===== src/rtl/hamming_pkg.sv =====
// ---------------------------------------------------------------------------
// hamming_pkg
// Constants and types that the Hamming(21,16) encoder, decoder and receive
// deserializer share.
//   CW_BITS    : codeword length (21)
//   DATA_BITS  : payload length (16)
//   rx_state_t : receive framing state (IDLE, DATA, STOP, BREAK)
// ---------------------------------------------------------------------------
package hamming_pkg;

  localparam int CW_BITS   = 21;
  localparam int DATA_BITS = 16;

  typedef enum logic [1:0] {
    IDLE  = 2'd0,
    DATA  = 2'd1,
    STOP  = 2'd2,
    BREAK = 2'd3
  } rx_state_t;

endpackage


===== src/rtl/hamming_rx_deser.sv =====
// ---------------------------------------------------------------------------
// hamming_rx_deser
// Serial-to-parallel front end of the Hamming(21,16) receive path. A frame is
// one start bit (0), 21 codeword bits and one stop bit (1). sin is sampled
// only on bit_en strobes. Good frames go into a one-entry valid/ready output
// register that drives the decoder input directly. Bad stop bits raise a
// one-cycle frame_err pulse and increment a saturating counter.
//
// Ports
//   clk       in   clock, rising edge
//   rst       in   synchronous active-high reset
//   bit_en    in   one-cycle strobe per bit period
//   sin       in   serial line, idles high
//   cw_out    out  [CW_BITS:1] codeword; bit 1 was received first
//   cw_valid  out  cw_out holds an unconsumed codeword
//   cw_ready  in   consumer accepts cw_out when cw_valid & cw_ready
//   frame_err out  one-cycle pulse: stop bit sampled as 0
//   overrun   out  sticky: a good frame was dropped because output was full
//   ovr_clr   in   clears overrun (a simultaneous new overrun wins)
//   err_cnt   out  [ERR_CNT_W-1:0] framing-error count, saturating
// ---------------------------------------------------------------------------
module hamming_rx_deser
  import hamming_pkg::*;
#(
  parameter int ERR_CNT_W = 8
) (
  input  logic                 clk,
  input  logic                 rst,
  input  logic                 bit_en,
  input  logic                 sin,
  output logic [CW_BITS:1]     cw_out,
  output logic                 cw_valid,
  input  logic                 cw_ready,
  output logic                 frame_err,
  output logic                 overrun,
  input  logic                 ovr_clr,
  output logic [ERR_CNT_W-1:0] err_cnt
);

  rx_state_t              r_state;
  rx_state_t              w_state_next;
  logic [4:0]             r_bit_idx;
  logic [4:0]             w_bit_idx_next;
  logic [CW_BITS:1]       r_shreg;
  logic [CW_BITS:1]       r_cw;
  logic                   r_cw_valid;
  logic                   r_frame_err;
  logic                   r_overrun;
  logic [ERR_CNT_W-1:0]   r_err_cnt;

  logic w_stop_sample;
  logic w_good;
  logic w_bad;
  logic w_load;
  logic w_drop;

  assign w_stop_sample = (r_state == STOP) && bit_en;
  assign w_good        = w_stop_sample && sin;
  assign w_bad         = w_stop_sample && !sin;
  // A held word can be replaced only when it is consumed in this same cycle.
  assign w_load        = w_good && (!r_cw_valid || cw_ready);
  assign w_drop        = w_good && r_cw_valid && !cw_ready;

  // ---------------- FSM state register ----------------
  always_ff @(posedge clk) begin
    if (rst) begin
      r_state   <= IDLE;
      r_bit_idx <= 5'd0;
    end else begin
      r_state   <= w_state_next;
      r_bit_idx <= w_bit_idx_next;
    end
  end

  // ---------------- FSM next state ----------------
  always_comb begin
    w_state_next   = r_state;
    w_bit_idx_next = r_bit_idx;
    if (bit_en) begin
      case (r_state)
        IDLE: begin
          if (!sin) begin
            w_state_next   = DATA;
            w_bit_idx_next = 5'd0;
          end
        end
        DATA: begin
          // Index stops at CW_BITS-1 and is rearmed to 0, so it never wraps.
          if (r_bit_idx == 5'(CW_BITS - 1)) begin
            w_state_next   = STOP;
            w_bit_idx_next = 5'd0;
          end else begin
            w_bit_idx_next = r_bit_idx + 5'd1;
          end
        end
        STOP: begin
          w_state_next = sin ? IDLE : BREAK;
        end
        BREAK: begin
          // Wait for the line to return high so a held-low line is not
          // mistaken for a stream of start bits.
          if (sin) w_state_next = IDLE;
        end
        default: w_state_next = IDLE;
      endcase
    end
  end

  // ---------------- Shift register ----------------
  // Samples enter at the top and shift down, so after 21 samples the first
  // received bit sits at position 1.
  always_ff @(posedge clk) begin
    if (rst) begin
      r_shreg <= '0;
    end else if (bit_en && (r_state == DATA)) begin
      r_shreg <= {sin, r_shreg[CW_BITS:2]};
    end
  end

  // ---------------- Output stage and status ----------------
  always_ff @(posedge clk) begin
    if (rst) begin
      r_cw        <= '0;
      r_cw_valid  <= 1'b0;
      r_frame_err <= 1'b0;
      r_overrun   <= 1'b0;
      r_err_cnt   <= '0;
    end else begin
      if (w_load) begin
        r_cw       <= r_shreg;
        r_cw_valid <= 1'b1;
      end else if (r_cw_valid && cw_ready) begin
        r_cw_valid <= 1'b0;
      end

      r_frame_err <= w_bad;

      if (w_drop) begin
        r_overrun <= 1'b1;
      end else if (ovr_clr) begin
        r_overrun <= 1'b0;
      end

      if (w_bad && (r_err_cnt != '1)) begin
        r_err_cnt <= r_err_cnt + ERR_CNT_W'(1);
      end
    end
  end

  assign cw_out    = r_cw;
  assign cw_valid  = r_cw_valid;
  assign frame_err = r_frame_err;
  assign overrun   = r_overrun;
  assign err_cnt   = r_err_cnt;

endmodule

===== config.mk =====
export PLATFORM = sky130hd
export DESIGN_NAME = hamming_rx_deser
export DESIGN_NICKNAME = d
export VERILOG_FILES = /design/src/rtl/hamming_pkg.sv /design/src/rtl/hamming_rx_deser.sv
export SDC_FILE = /design/constraint.sdc
export NUM_CORES = 1
export LEC_CHECK = 0
export ABC_AREA = 0
export BUFFER_PORTS_ARGS = -buffer_cell sky130_fd_sc_hd__buf_2
export CORE_ASPECT_RATIO = 1.75
export CORE_MARGIN = 5
export CORE_UTILIZATION = 47
export CTS_CLUSTER_DIAMETER = 200
export CTS_CLUSTER_SIZE = 12
export DETAILED_ROUTE_END_ITERATION = 7
export GPL_TIMING_DRIVEN = 0
export PLACE_DENSITY = 0.68
export SYNTH_ARGS = -nofsm -noshare
export SYNTH_HDL_FRONTEND = slang
export SYNTH_SLANG_ARGS = --single-unit
export TNS_END_PERCENT = 1

===== constraint.sdc =====
create_clock -name clk -period 2.01 [get_ports clk]
set_input_delay 0.3015 -clock clk [delete_from_list [all_inputs] [get_ports clk]]
set_output_delay 0.3015 -clock clk [all_outputs]
set_load 0.03 [all_outputs]

### After elaboration in Yosys (flattened, before gate mapping)

Index checks and enable logic that the tools add are counted.

| word-level totals | value |
|---|---|
| register bits | 60 |
| input port bits | 6 |
| output and inout port bits | 32 |
| logic and storage cells | 49 |

| operators by class | value |
|---|---|
| add/subtract/negate cells | 2 |
| equal/unequal tests | 8 |
| mux-type cells | 12 |
| reductions and logical operators | 19 |

Operators with widths:

| cell | number |
|---|---|
| two-way mux 5 bit | 2 |
| one-hot mux 5 bit (2 select lines) | 1 |
| logical AND 1 bit | 9 |
| adder 8 x 1 -> 8 bit (second input constant) | 1 |
| two-way mux 2 bit | 4 |
| != test 8 bit (second input constant) | 1 |
| one-hot mux 2 bit (4 select lines) | 1 |
| != test 2 bit (second input constant) | 3 |
| nonzero test 2 bit | 3 |
| adder 5 x 1 -> 5 bit (second input constant) | 1 |
| == test 5 bit (second input constant) | 1 |
| == test 2 bit (second input constant) | 2 |
| two-way mux 1 bit | 4 |
| AND reduction 4 bit | 1 |
| zero test 1 bit | 3 |
| AND reduction 3 bit | 1 |
| == test 2 x 1 -> 1 bit (second input constant) | 1 |
| zero test 2 bit | 1 |
| logical OR 1 bit | 1 |

### Longest topological paths before layout

| depth | value |
|---|---|
| depth in word-level cells | 6 |
| mapped depth | 6 |
| gate-level depth less buffers | 6 |

### Worst setup path before layout

OpenSTA, ideal clock, no wires.

| timing | value |
|---|---|
| kind | register to register |
| start | register r_bit_idx[0] |
| end | register r_bit_idx[4] |
| library setup time | 0.070 ns |
| data arrival time | 1.537 ns |
| slack | 0.404 ns |
| stages on the path, launching flop included | 7 |
| period minus slack after synthesis | 1.606 ns |
| path through | dfxtp_1 inv_1 ha_1 and3b_1 a21bo_4 or4_1 a21oi_1 |

| between the ends | value |
|---|---|
| cells in the longest elaborated chain, start to end | 3 |

Ends and longest elaborated chain:

| what | line | source |
|---|---|---|
| start, declared | hamming_rx_deser.sv:42 | `logic [4:0] r_bit_idx;` |
| start signal, assigned | hamming_rx_deser.sv:71 | `r_bit_idx <= w_bit_idx_next;` |
| adder 5 x 1 -> 5 bit or == test 5 bit (tied branches) | hamming_rx_deser.sv:93, hamming_rx_deser.sv:89 |  |
| two-way mux 5 bit (*) | hamming_rx_deser.sv:89 | `if (r_bit_idx == 5'(CW_BITS - 1)) begin` |
| one-hot mux 5 bit (2 select lines) (*) | hamming_rx_deser.sv:80 | `case (r_state)` |

Every way passes the cells marked *; elsewhere a longest branch is shown, timed or not.
A chain may end at the register's enable or synchronous reset.

### Worst setup path after layout

Ends and elaborated chain as after synthesis.

==> results.sh <==
export IMPL_status="complete, no violations"
export IMPL_worstSetupEndpointType="register"
export IMPL_wl_per_cell_microns=12.51
export IMPL_p_leak_nw=1.062
export IMPL_r2r_start="r_bit_idx[0]"
export IMPL_postCtsHoldBufs=0
export IMPL_final_common_cell="nand2_1"
export IMPL_worst_path_max_fanout=6
export IMPL_worst_slew_pin_slew_ns=0.4932
export IMPL_slew_headroom_pct=67.12
export IMPL_die_h_microns=103.2
export IMPL_grt_use_total_pct=15.91
export IMPL_rsz0062_at_grt="false"
export IMPL_clk_path_buf_depth=2
export IMPL_required_ns=2.27
export IMPL_p_switching_w=0.0004906
export IMPL_synth_top_area_share_pct=51.45
export IMPL_fin_hold_ws_ns=0.2650
export IMPL_drtAntennaViolNets=0
export IMPL_power_w=0.002268
export IMPL_antennaDiodeCount=0
export IMPL_syn_inst=286
export IMPL_area_growth_pct=17.74
export IMPL_synth_seq_cells=60
export IMPL_cts_tree="yes"
export IMPL_drt_iter0_drc=60
export IMPL_viasPerCell=5.082
export IMPL_async_reset_ff_share_pct=0
export IMPL_root_buffer="clkbuf_8"
export IMPL_avgSynthCellArea_sq_um=8.163
export IMPL_synth_area_sq_um=2335
export IMPL_reg2reg_depth=6
export IMPL_period_needed_ns=1.720
export IMPL_clock_sinks=60
export IMPL_cts_htree_levels=3
export IMPL_finalMaxSlewViolations=0
export IMPL_cts_made_buffers=9
export IMPL_power_frac_clock_pct=43.3
export IMPL_max_cap_violations=0
export IMPL_max_freq_mhz=581.5
export IMPL_whs_path_depth=3
export IMPL_antenna_found_initial=0
export IMPL_worstPathArrival_ns=1.98
export IMPL_gp_congestion=0.7842
export IMPL_fin_ws_ns=0.2904
export IMPL_crit_type="reg2reg"
export IMPL_dpl_hpwl_mm=3.509
export IMPL_p_seq_share_pct=52.9
export IMPL_num_rows=34
export IMPL_grt_pass1_vias=1845
export IMPL_ys_types=41
export IMPL_fin_setup_tns_ns=0
export IMPL_portBuffers=35
export IMPL_seq_area_frac_synth_pct=51.45
export IMPL_ys_top_cells_by_area="dfxtp_1 51%, nand2_1 15%, a21oi_1 10%"
export IMPL_yosys_warnings=0
export IMPL_wl_mm=4.866
export IMPL_clock_latency_ns=0.33
export IMPL_drc=0
export IMPL_yosysTopAreaCell="dfxtp_1"
export IMPL_hold_viol_final=0
export IMPL_drive_gt1_share_pct=16.72
export IMPL_grt_max_degree=11
export IMPL_hold_path_end="r_shreg[21]"
export IMPL_ios=38
export IMPL_mostFrequentLayoutCells="94 x nand2_1, 60 x dfxtp_1, 48 x a21oi_1, 37 x buf_2, 15 x clkbuf_1"
export IMPL_cts_clk_slew_worst_paths_ns=0.06
export IMPL_fin_nets=341
export IMPL_min_delay_start="sin"
export IMPL_dp_slack_ns=0.2947
export IMPL_synth_flop_cell="dfxtp_1"
export IMPL_finClkSkew_ns=0.005163
export IMPL_vias=1977
export IMPL_start_kind="register"
export IMPL_cts_resized=0
export IMPL_first_pass_iters=4
export IMPL_dieArea_sq_um=6533
export IMPL_intPower_w=0.001778
export IMPL_grt_overflow=0
export IMPL_synth_enable_flop_cells=0
export IMPL_rr_endpoint="r_bit_idx[4]"
export IMPL_post_cts_buffers=0
export IMPL_die_x_microns=63.28
export IMPL_switching_share_pct=21.63
export IMPL_syn_num_nets=295
export IMPL_hp_class="in2reg"
export IMPL_initial_utilization_pct=47.72
export IMPL_power_frac_comb_pct=3.8
export IMPL_peakVddDrop_v=0.0006567
export IMPL_grt_first_pass_wirelength_mm=8.107
export IMPL_setup_viol=0
export IMPL_core_sq_um=4892
export IMPL_powerDensity_nw_per_um2=825.1
export IMPL_regToRegSetupSlack_ns=0.29
export IMPL_period_share_pct=85.55
cells by family (layout without fill, tap and decap cells):
| logic type | after synthesis | in the layout | share of synthesized area (%) |
|---|---|---|---|
| adder cells (fa/ha/maj) | 3 | 3 | 1.608 |
| multiplexers | 1 | 1 | 0.4287 |
| XOR/XNOR | 7 | 7 | 2.626 |
| AND/OR/NAND/NOR | 134 | 134 | 25.46 |
| flip-flops | 60 | 60 | 51.45 |
| AO/OA/AOI/OAI | 60 | 60 | 14.31 |
| buffers and inverters | 21 | 70 | 4.127 |
power groups by stage:
stage                     registers, W  clock network [W]  logic (W)
final                          0.00120           0.000982  0.0000871
after global routing           0.00120            0.00106  0.0000983
after CTS                      0.00120            0.00101  0.0000888
after detailed placement       0.00123                  0  0.0000880
after global placement         0.00123                  0  0.0000885
after floorplan                0.00123                  0  0.0000626
how the worst max path moves through the flow:
stage	startpoint	end	slack, ns	cells past startpoint
after floorplan	r_bit_idx[0]	r_bit_idx[4]	0.40	6
after global placement	r_bit_idx[0]	r_bit_idx[4]	0.32	6
final	r_bit_idx[0]	r_bit_idx[4]	0.29	6
after detailed placement	r_bit_idx[0]	r_bit_idx[4]	0.29	6
after CTS	r_bit_idx[0]	r_bit_idx[4]	0.27	6
after global routing	r_bit_idx[0]	r_bit_idx[4]	0.19	6
layer usage:
metal  part of all wire, %  up-vias  global-route usage, %
met3                   3.9       13                  3.459
met1                    42      890                  16.95
met2                    51       38                  28.38
li1                      -     1036                      -
met5                     0        -                      0
met4                   3.0        0                  9.920
metrics by stage:
step	std cells	util [%]	instance area [sq um]
global placement	375	52.69	2577
global route	389	56.19	2749
detailed placement	375	52.69	2577
finish	389	56.19	2749
CTS	389	56.19	2749
floorplan	286	-	2335
critical path, stage by stage (launching register included):
cell and delay [ns]:
dfxtp_1 0.40, inv_1 0.06, ha_1 0.18, and3b_1 0.19, a21bo_4 0.24, or4_1 0.46, a21oi_1 0.13
Yosys cell counts (2+ instances only):
cell type,count
nand3_1,4
ha_1,3
buf_2,2
nand2_1,94
nand3b_1,2
o21ai_0,2
nor2_1,13
xor2_1,6
inv_1,3
or4_1,2
nor2b_1,2
a21oi_1,48
o2111ai_1,2
or3_1,2
nand2b_1,3
clkbuf_1,13
o211ai_1,2
dfxtp_1,60
cell type report:
cell class | instances | area (sq um)
Buffer | 18 | 85.08
Clock buffer | 11 | 131.4
Clock inverter | 3 | 40.04
Fill cell | 468 | 2143
Inverter | 3 | 11.26
Multi-Input combinational cell | 205 | 1037
Sequential cell | 60 | 1201
Tap cell | 54 | 67.56
Timing Repair Buffer | 35 | 175.2
flip-flops by register name, indices dropped and copies added, names as in the netlist:
| register | flops |
|---|---|
| cw_out | 21 |
| r_shreg | 21 |
| err_cnt | 8 |
| r_bit_idx | 5 |
| r_state | 2 |
| cw_valid | 1 |
| frame_err | 1 |
| overrun | 1 |
Power figures use the tool's default switching activity.
